==> config.mk <==
export PLATFORM = sky130hd
export DESIGN_NAME = lcb_rx_framer
export DESIGN_NICKNAME = d
export VERILOG_FILES = /design/src/rtl/lcb_rx_pkg.sv /design/src/rtl/lcb_rx_timer.sv /design/src/rtl/lcb_rx_framer.sv
export SDC_FILE = /design/constraint.sdc
export NUM_CORES = 1
export LEC_CHECK = 0
export ABC_AREA = 1
export CORE_ASPECT_RATIO = 1.1
export CORE_UTILIZATION = 45
export DETAILED_ROUTE_END_ITERATION = 7
export HOLD_SLACK_MARGIN = 0.1
export PLACE_DENSITY = 0.68
export SYNTH_ARGS = -nofsm -noshare
export SYNTH_HDL_FRONTEND = slang
export SYNTH_SLANG_ARGS = --single-unit
==> constraint.sdc <==
create_clock -name clk -period 3.2 [get_ports clk]
set_input_delay 0.48 -clock clk [delete_from_list [all_inputs] [get_ports clk]]
set_output_delay 0.48 -clock clk [all_outputs]
set_load 0.05 [all_outputs]
==> src/rtl/lcb_rx_pkg.sv <==
// Shared types and constants for the LCB response framer.
package lcb_rx_pkg;

    localparam int ADR_W = 5;
    localparam int CNT_W = 6;
    localparam int TMR_W = 14;

    localparam logic [7:0] FILL_BYTE_DEF = 8'hFF;

    typedef enum logic [2:0] {
        ST_IDLE       = 3'd0,
        ST_WAIT_FIRST = 3'd1,
        ST_RECEIVE    = 3'd2,
        ST_FILL       = 3'd3,
        ST_DONE       = 3'd4
    } state_e;

endpackage

==> src/rtl/lcb_rx_timer.sv <==
// Silence timer: counts while enabled, holds at the terminal count and flags
// expiry while the count equals it.
module lcb_rx_timer
    import lcb_rx_pkg::*;
(
    input  logic             clk,
    input  logic             rst,
    input  logic             clr_i,
    input  logic             en_i,
    input  logic [TMR_W-1:0] tc_i,
    output logic             exp_o
);

    logic [TMR_W-1:0] cnt_q;
    logic [TMR_W-1:0] cnt_d;

    // next count: clear wins, then count up until the terminal value
    always_comb begin
        cnt_d = cnt_q;
        if (clr_i) begin
            cnt_d = {TMR_W{1'b0}};
        end else if (en_i && (cnt_q != tc_i)) begin
            cnt_d = cnt_q + {{(TMR_W-1){1'b0}}, 1'b1};
        end else begin
            cnt_d = cnt_q;
        end
    end

    // count register
    always_ff @(posedge clk) begin
        if (rst) begin
            cnt_q <= {TMR_W{1'b0}};
        end else begin
            cnt_q <= cnt_d;
        end
    end

    assign exp_o = en_i && (cnt_q == tc_i);

endmodule

==> src/rtl/lcb_rx_framer.sv <==
// Response-window framer writing PKT_LEN bytes per window into the channel RAM.
// Optional: define LCB_RX_STAT_EN to add saturating timeout/short counters.
module lcb_rx_framer
    import lcb_rx_pkg::*;
#(
    parameter int         PKT_LEN   = 8,
    parameter int         RESP_TMO  = 8000,
    parameter int         GAP_TMO   = 800,
    parameter logic [7:0] FILL_BYTE = FILL_BYTE_DEF
) (
    input  logic             clk,
    input  logic             rst,
    input  logic             iStart,
    input  logic             iValid,
    input  logic [7:0]       iData,
    output logic [ADR_W-1:0] oWrAdr,
    output logic [7:0]       oWrData,
    output logic             oWE,
    output logic             oDone,
    output logic             oBusy,
    output logic             oTimeout,
`ifdef LCB_RX_STAT_EN
    output logic [15:0]      oTmoCnt,
    output logic [15:0]      oShortCnt,
`endif
    output logic             oShort
);

    localparam logic [CNT_W-1:0] PKT_LEN_C = CNT_W'(PKT_LEN);
    localparam logic [TMR_W-1:0] RESP_TC   = TMR_W'(RESP_TMO - 1);
    localparam logic [TMR_W-1:0] GAP_TC    = TMR_W'(GAP_TMO - 1);

    state_e            state_q, state_d;
    logic [CNT_W-1:0]  cnt_q, cnt_d;
    logic [ADR_W-1:0]  adr_q, adr_d;
    logic [7:0]        data_q, data_d;
    logic              we_q, we_d;
    logic              done_q, done_d;
    logic              busy_q, busy_d;
    logic              tmo_q, tmo_d;
    logic              short_q, short_d;

    logic [CNT_W-1:0]  cnt_inc_s;
    logic              byte_acc_s;
    logic              tmo_set_s;
    logic              short_set_s;
    logic              tmr_clr_s;
    logic              tmr_en_s;
    logic              tmr_exp_s;
    logic [TMR_W-1:0]  tmr_tc_s;

    assign cnt_inc_s = cnt_q + {{(CNT_W-1){1'b0}}, 1'b1};

    // next-state and registered-output logic
    always_comb begin
        state_d     = state_q;
        cnt_d       = cnt_q;
        adr_d       = adr_q;
        data_d      = data_q;
        we_d        = 1'b0;
        done_d      = 1'b0;
        busy_d      = busy_q;
        byte_acc_s  = 1'b0;
        tmo_set_s   = 1'b0;
        short_set_s = 1'b0;
        if (iStart) begin
            state_d = ST_WAIT_FIRST;
            cnt_d   = {CNT_W{1'b0}};
            busy_d  = 1'b1;
        end else begin
            case (state_q)
                ST_IDLE: begin
                    busy_d = 1'b0;
                end
                ST_WAIT_FIRST, ST_RECEIVE: begin
                    if (iValid) begin
                        byte_acc_s = 1'b1;
                        we_d       = 1'b1;
                        adr_d      = cnt_q[ADR_W-1:0];
                        data_d     = iData;
                        cnt_d      = cnt_inc_s;
                        state_d    = (cnt_inc_s == PKT_LEN_C) ? ST_DONE : ST_RECEIVE;
                    end else if (tmr_exp_s) begin
                        tmo_set_s   = (state_q == ST_WAIT_FIRST);
                        short_set_s = (state_q == ST_RECEIVE);
                        state_d     = ST_FILL;
                    end else begin
                        state_d = state_q;
                    end
                end
                ST_FILL: begin
                    // final address is PKT_LEN-1; cnt may reach 32 but never wraps into a write
                    if (cnt_q < PKT_LEN_C) begin
                        we_d    = 1'b1;
                        adr_d   = cnt_q[ADR_W-1:0];
                        data_d  = FILL_BYTE;
                        cnt_d   = cnt_inc_s;
                        state_d = (cnt_inc_s == PKT_LEN_C) ? ST_DONE : ST_FILL;
                    end else begin
                        state_d = ST_DONE;
                    end
                end
                ST_DONE: begin
                    done_d  = 1'b1;
                    busy_d  = 1'b0;
                    state_d = ST_IDLE;
                end
                default: begin
                    busy_d  = 1'b0;
                    state_d = ST_IDLE;
                end
            endcase
        end
        tmo_d   = iStart ? 1'b0 : (tmo_q | tmo_set_s);
        short_d = iStart ? 1'b0 : (short_q | short_set_s);
    end

    assign tmr_clr_s = iStart | byte_acc_s | (state_d != state_q);
    assign tmr_en_s  = (state_q == ST_WAIT_FIRST) || (state_q == ST_RECEIVE);
    assign tmr_tc_s  = (state_q == ST_WAIT_FIRST) ? RESP_TC : GAP_TC;

    lcb_rx_timer u_timer (
        .clk   (clk),
        .rst   (rst),
        .clr_i (tmr_clr_s),
        .en_i  (tmr_en_s),
        .tc_i  (tmr_tc_s),
        .exp_o (tmr_exp_s)
    );

    // state and output registers
    always_ff @(posedge clk) begin
        if (rst) begin
            state_q <= ST_IDLE;
            cnt_q   <= {CNT_W{1'b0}};
            adr_q   <= {ADR_W{1'b0}};
            data_q  <= 8'h00;
            we_q    <= 1'b0;
            done_q  <= 1'b0;
            busy_q  <= 1'b0;
            tmo_q   <= 1'b0;
            short_q <= 1'b0;
        end else begin
            state_q <= state_d;
            cnt_q   <= cnt_d;
            adr_q   <= adr_d;
            data_q  <= data_d;
            we_q    <= we_d;
            done_q  <= done_d;
            busy_q  <= busy_d;
            tmo_q   <= tmo_d;
            short_q <= short_d;
        end
    end

    assign oWrAdr   = adr_q;
    assign oWrData  = data_q;
    assign oWE      = we_q;
    assign oDone    = done_q;
    assign oBusy    = busy_q;
    assign oTimeout = tmo_q;
    assign oShort   = short_q;

`ifdef LCB_RX_STAT_EN
    logic [15:0] tmo_cnt_q;
    logic [15:0] short_cnt_q;

    // saturating per-window event counters, cleared only by reset
    always_ff @(posedge clk) begin
        if (rst) begin
            tmo_cnt_q   <= 16'h0000;
            short_cnt_q <= 16'h0000;
        end else begin
            if (tmo_set_s && (tmo_cnt_q != 16'hFFFF)) begin
                tmo_cnt_q <= tmo_cnt_q + 16'h0001;
            end
            if (short_set_s && (short_cnt_q != 16'hFFFF)) begin
                short_cnt_q <= short_cnt_q + 16'h0001;
            end
        end
    end

    assign oTmoCnt   = tmo_cnt_q;
    assign oShortCnt = short_cnt_q;
`endif

endmodule

==> run summary <==
Cell Chain, Critical Path = ha_1 -> nand2_1 -> o21ai_1 -> nand2_1 -> nor2_2 -> nand2_1 -> nand2_2 -> nand4_1 -> nand2_1 -> nand3_2 -> nor2_1
Setup-failing EPs final = 0
GP Congestion = 0.835
CTS tree = yes
R2r endpoint = u_timer.cnt_q[6]
CP arrival = 2.34 ns
Final period util = 66.2%
Top FF cell, synth = dfxtp_1
I/O pin total = 30
Run status = completed
DRC = 0
H-tree Lvls = 2
RSZ-0062 raised after global routing = no
CTS Root Cell = clkbuf_8
Final hold vios = 0
First-pass GRT wire length = 6950 um
Synth-to-Final Area Change = 19.7%
DR vias/cell = 4.78
R2R setup slack = 1.08 ns
Final critical-path required period = 2.12 ns
Vias in the first global route = 1582
Worst-path maximum fanout = 14
Sequential fraction of the synthesis area = 39.5%
Yosys cell types = 33
Post-Syn Area = 0.00208 mm^2
Vias = 1773
Fmax = 0.472 GHz
Maximum capacitance violations = 0
Share of cells above drive strength 1 = 13.9%
Yosys reg bits = 41
Die W = 66.8 um
DP Area = 0.00241 mm^2
R2R depth = 11
Total Wirelength = 4020 um
CP Capture Type = register
Final Max Tran Viols = 0
Worst Tran Pin Value = 0.710 ns
Hold Path Stages = 2
Number of synthesized flops with an enable pin = 0
Initial Util = 47.5%
Die area = 0.00490 mm^2
Crit path largest cell delay = 0.48 ns
Post-Syn Nets = 300
Cts repair resizes = 0
Max clock buf depth = 2
Slew headroom = 52.4%
# rows = 25
Most common cell after layout, fill and taps aside = nand2_1
Post-synthesis average cell area = 7.27 um^2
GR Overflow Total = 0
Worst min path class = register to register
Highest-count cells in the layout ignoring fill and taps = nand2_1, dfxtp_1, inv_1, clkdlybuf4s50_1, nor2_1
CTS Hold Bufs = 0
Die height = 73.3 um
Yosys warns = 0
HPWL Detailed = 2980 um
Worst reg2reg path startpoint = cnt_q[0]
GRT Util Overall = 18.6%
Critical Path Most Common Cell = nand2_1
PD cells = 383 mW/mm^2
CP Class = register to register
Cells after synthesis = 286
Ys async rst share = 0%
Crit path max-delay family = simple AND/OR/NAND/NOR gates
Largest net degree at the start of global routing = 20
Sinks on Clock Net = 41
Required @ worst endpoint = 3.42 ns
Post-CTS Setup Repair Bufs = 0
ANT cells = 0
Crit start category = register
Lkg Pwr = 0.930 nW
Worst skew pair latency = 0.29 ns
Hold endpoint = oWrAdr[2]
Worst Clk Skew = 0.00664 ns
Antenna viol nets, final = 0
Iter 0 DRT Violations = 70
Port bufs = 29
DR pass1 iterations = 4
Worst path buffer plus inverter count = 0
Drt wl/cell = 10.8 um
Final setup TNS = 0 ns
Finished Cell Area = 0.00249 mm^2
Core Region = 0.00438 mm^2
Peak supply drop = 0.000251 V
Fin nets = 330
CTS Buf Count = 5
Slowest CP cell = dfxtp_1
Hold Path Origin = oWrAdr[2]
Clk slew on worst S/H paths = 0.08 ns
Initial antenna violation count = 0
## per-layer routing
metal	up-vias	part of all wire [%]	track usage [%]
met5	-	0	0
met4	0	1.3	6.86
met3	6	4.9	5.12
met2	37	46	31.1
met1	760	48	22.7
li1	970	-	-
## power by group
| group | switching [mW] | total, mW | leakage, nW | internal [mW] |
|---|---|---|---|---|
| clock | 0.178 | 0.330 | 0.0450 | 0.151 |
| sequential | 0.00709 | 0.524 | 0.331 | 0.517 |
| combinational | 0.0629 | 0.0991 | 0.554 | 0.0363 |
## tightest hold or removal path, cell delays in order, from the launching register on
cell and delay [ns]:
dfxtp_1 0.31, nand2_1 0.06, a21oi_1 0.05
## cell type report
class | count | area (um^2)
Timing Repair Buffer | 31 | 305
Sequential cell | 41 | 821
Multi-Input combinational cell | 199 | 1070
Clock buffer | 6 | 72.6
Tap cell | 54 | 67.6
Clock inverter | 2 | 10.0
Inverter | 38 | 143
Fill cell | 438 | 1890
## metrics by stage
step                std cells  utilization (%)  setup WS, ns  power, mW  hold WS (ns)
floorplan                 286                -          1.47      0.602         0.487
global placement          363             55.0         0.795      0.636         0.449
detailed placement        363             55.0         0.752      0.636         0.454
CTS                       371             56.9          1.03      0.964         0.466
global route              371             56.9         0.746      0.996         0.477
finish                    371             56.9          1.08      0.953         0.463
## cells in the mapped netlist (3+ instances only)
master	n	area share, %
nand2_1	60	11
dfxtp_1	41	39
inv_1	31	5.6
nor2_1	27	4.9
a21oi_1	20	4.8
nand3_1	19	4.6
nor2_2	12	3.6
nand2_2	8	2.4
o211ai_1	8	2.9
xor2_1	7	2.9
inv_2	5	0.90
nand4_1	5	1.5
nor3_1	5	1.2
o21ai_0	5	1.2
nand3_2	4	1.9
xnor2_1	4	1.7
buf_2	3	0.72
clkbuf_1	3	0.54
## sequential cells by signal (all words and copies together) (netlist names), 3 cells and up
register       flops
u_timer.cnt_q     14
oWrData            8
state_q            3
oWrAdr             5
cnt_q              6
## cells by family (layout without fill, tap and decap cells)
| group | Yosys count | count (layout) | synth area share [%] |
|---|---|---|---|
| AOI/OAI and AO/OA | 38 | 38 | 10.5 |
| xor gates and xnor gates | 11 | 11 | 4.63 |
| adders and majority gates | 2 | 2 | 1.20 |
| buffers and inverters | 46 | 77 | 9.03 |
| DFF | 41 | 41 | 39.5 |
| and+or+nand+nor | 148 | 148 | 35.1 |
## worst max path at each step
stage,from,to,slack [ns],cells past startpoint
after floorplan,cnt_q[0],u_timer.cnt_q[0],1.47,13
after global placement,iStart,u_timer.cnt_q[4],0.79,7
after detailed placement,iStart,u_timer.cnt_q[5],0.75,7
after CTS,cnt_q[0],u_timer.cnt_q[7],1.03,11
after global routing,cnt_q[0],u_timer.cnt_q[6],0.75,11
final,cnt_q[0],u_timer.cnt_q[6],1.08,11
No activity file was read; power rests on OpenSTA's default activity.
==> patch, RTL diff (same settings) <==
The 5 states of `state_e` get a one-hot encoding in 5 bits.
--- a/src/rtl/lcb_rx_pkg.sv
+++ b/src/rtl/lcb_rx_pkg.sv
@@ -7,12 +7,12 @@
 
     localparam logic [7:0] FILL_BYTE_DEF = 8'hFF;
 
-    typedef enum logic [2:0] {
-        ST_IDLE       = 3'd0,
-        ST_WAIT_FIRST = 3'd1,
-        ST_RECEIVE    = 3'd2,
-        ST_FILL       = 3'd3,
-        ST_DONE       = 3'd4
+    typedef enum logic [4:0] {
+        ST_IDLE       = 5'b00001,
+        ST_WAIT_FIRST = 5'b00010,
+        ST_RECEIVE    = 5'b00100,
+        ST_FILL       = 5'b01000,
+        ST_DONE       = 5'b10000
     } state_e;
 
 endpackage
Function: no difference found for any inputs over 10 cycles, from zero or initial values and one cycle with rst high; not proved beyond that.
==> patch against the unedited design <==
  * Sequential cell count is 2 higher
  * Final cell count is 11% higher
  * Count of clock-buffer cells in the layout is 1 lower
  * Cell area is 11% higher
  * Power is 0.13% lower
  * Wire length is 19% higher
  * Synthesized area is 13% higher
  * Setup slack better by 12 ps
==> patch: results (changes against the unedited design) <==
status:
  outcome: "finished, final reports clean"
setup_path:
  reg2reg_depth: 13  # +2
  timing.rr.end: "u_timer.cnt_q[9]"
  cpPeakStageDelay_ps: 450  # -30 ps
final_layout:
  buffer_area_share_pct: 10.8  # -1.5 points
  largest_reg_flops: 14  # unchanged
  seq_area_um2: 861  # +4.9%
  fillers: 488  # +11%
  n_antenna_cell: 0  # unchanged
  drive_above_1_share_pct: 16.4  # +2.6 points
  nClkBuffers: 5  # -1
  inverters_excl_clock: 58  # +53%
  seq_cells: 43  # +4.9%
  multi_input_comb_cells: 214  # +7.5%
  seq_area_share_pct: 31.2  # -1.8 points
  clock_area_share_pct: 3.22  # -0.098 points
  multi_input_area_share_pct: 44.2  # +1.2 points
  signal_buffers: 30  # -3.2%
grt:
  grt.total_usage_pct: 18.5  # -0.17 points
  grt_max_degree: 19  # -5.0%
  grtUsageMet1_pct: 21.0  # -1.7 points
  met2_usage_pct: 33.1  # +2.0 points
  grt_pass1_wl_um: 8090  # +16%
  grt_util_met3_pct: 4.29  # -0.84 points
  grt_pass1_vias: 1898  # +20%
synthesis:
  ys_top_cells_by_count: "nand2_1 (55), inv_1 (45), dfxtp_1 (43)"
  ys_types: 34  # +3.0%
  synth_top_cells_by_area: "dfxtp_1 (37%), nand2_1 (8.8%), inv_1 (7.2%)"
  ys_seq_area_share_pct: 36.5  # -2.9 points
  syn-mean-instance-area_um2: 7.34  # +0.94%
  syn_nets: 335  # +12%
clock_tree:
  clkLatencyLatePin_ps: 290  # about the same
  cts_resized: 0  # unchanged
power:
  comb_power_w: 0.0000707  # -29%
  vdd_drop_max_mv: 0.249  # -0.78%
  seqPwrFrac_pct: 57.0  # +2.0 points
  cellPowerDensity_mw_per_mm2: 345  # -9.9%
  switching_share_pct: 24.7  # -1.4 points
  p_leak_nw: 0.989  # +6.3%
placement:
  place_inst: 403  # +11%
  gp_congestion: 0.850  # +1.8%
  dpl_cell_area_mm2: 0.00267  # +11%
  pre_cts_slack_ps: 829  # +76.8 ps
  hpwlAfterDp_um: 3580  # +20%
hold_path:
  hold_start: "oWrData[5]"
  min_to: "oWrData[5]"
  hold_path_class: "reg -> reg"
routing:
  vias: 2040  # +15%
  viasPerCell: 4.96  # +3.9%
  drt_iter0_drc: 58  # -17%
  wl_per_cell_um: 11.6  # +7.2%
sta:
  tightest_slew_ps: 503  # -207 ps
  clock_skew_ps: 4.97  # -1.67 ps
  whs_ps: 469  # +6.39 ps
die:
  fp.coreArea_mm2: 0.00503  # +15%
patch: worst max-delay path by stage:
stage	cells after the start	slack, ps	endpoint	startpoint
2_1_floorplan	14	1420	u_timer.cnt_q[7]	cnt_q[0]
3_3_place_gp	8	870	u_timer.cnt_q[8]	iStart
3_5_place_dp	8	830	u_timer.cnt_q[9]	iStart
4_1_cts	12	1070	u_timer.cnt_q[9]	u_timer.cnt_q[0]
5_1_grt	13	830	u_timer.cnt_q[10]	cnt_q[0]
6_report	13	1090	u_timer.cnt_q[9]	cnt_q[0]
patch: logic make-up (layout without fill, tap and decap cells):
logic type | Yosys count | in the layout | share of synthesized area (%)
compound gates | 46 | 46 | 10.3
xor+xnor | 10 | 10 | 3.72
fa+ha+maj | 2 | 2 | 1.06
buf+inv | 64 | 96 | 11.7
flops | 43 | 43 | 36.5
simple gates | 156 | 156 | 36.7
patch: metal layers:
layer  vias to the layer above  part of all wire, %
li1                       1077                    -
met1                       903                   44
met2                        52                   50
met3                         8                  4.1
met4                         0                  1.7
met5                         -                    0
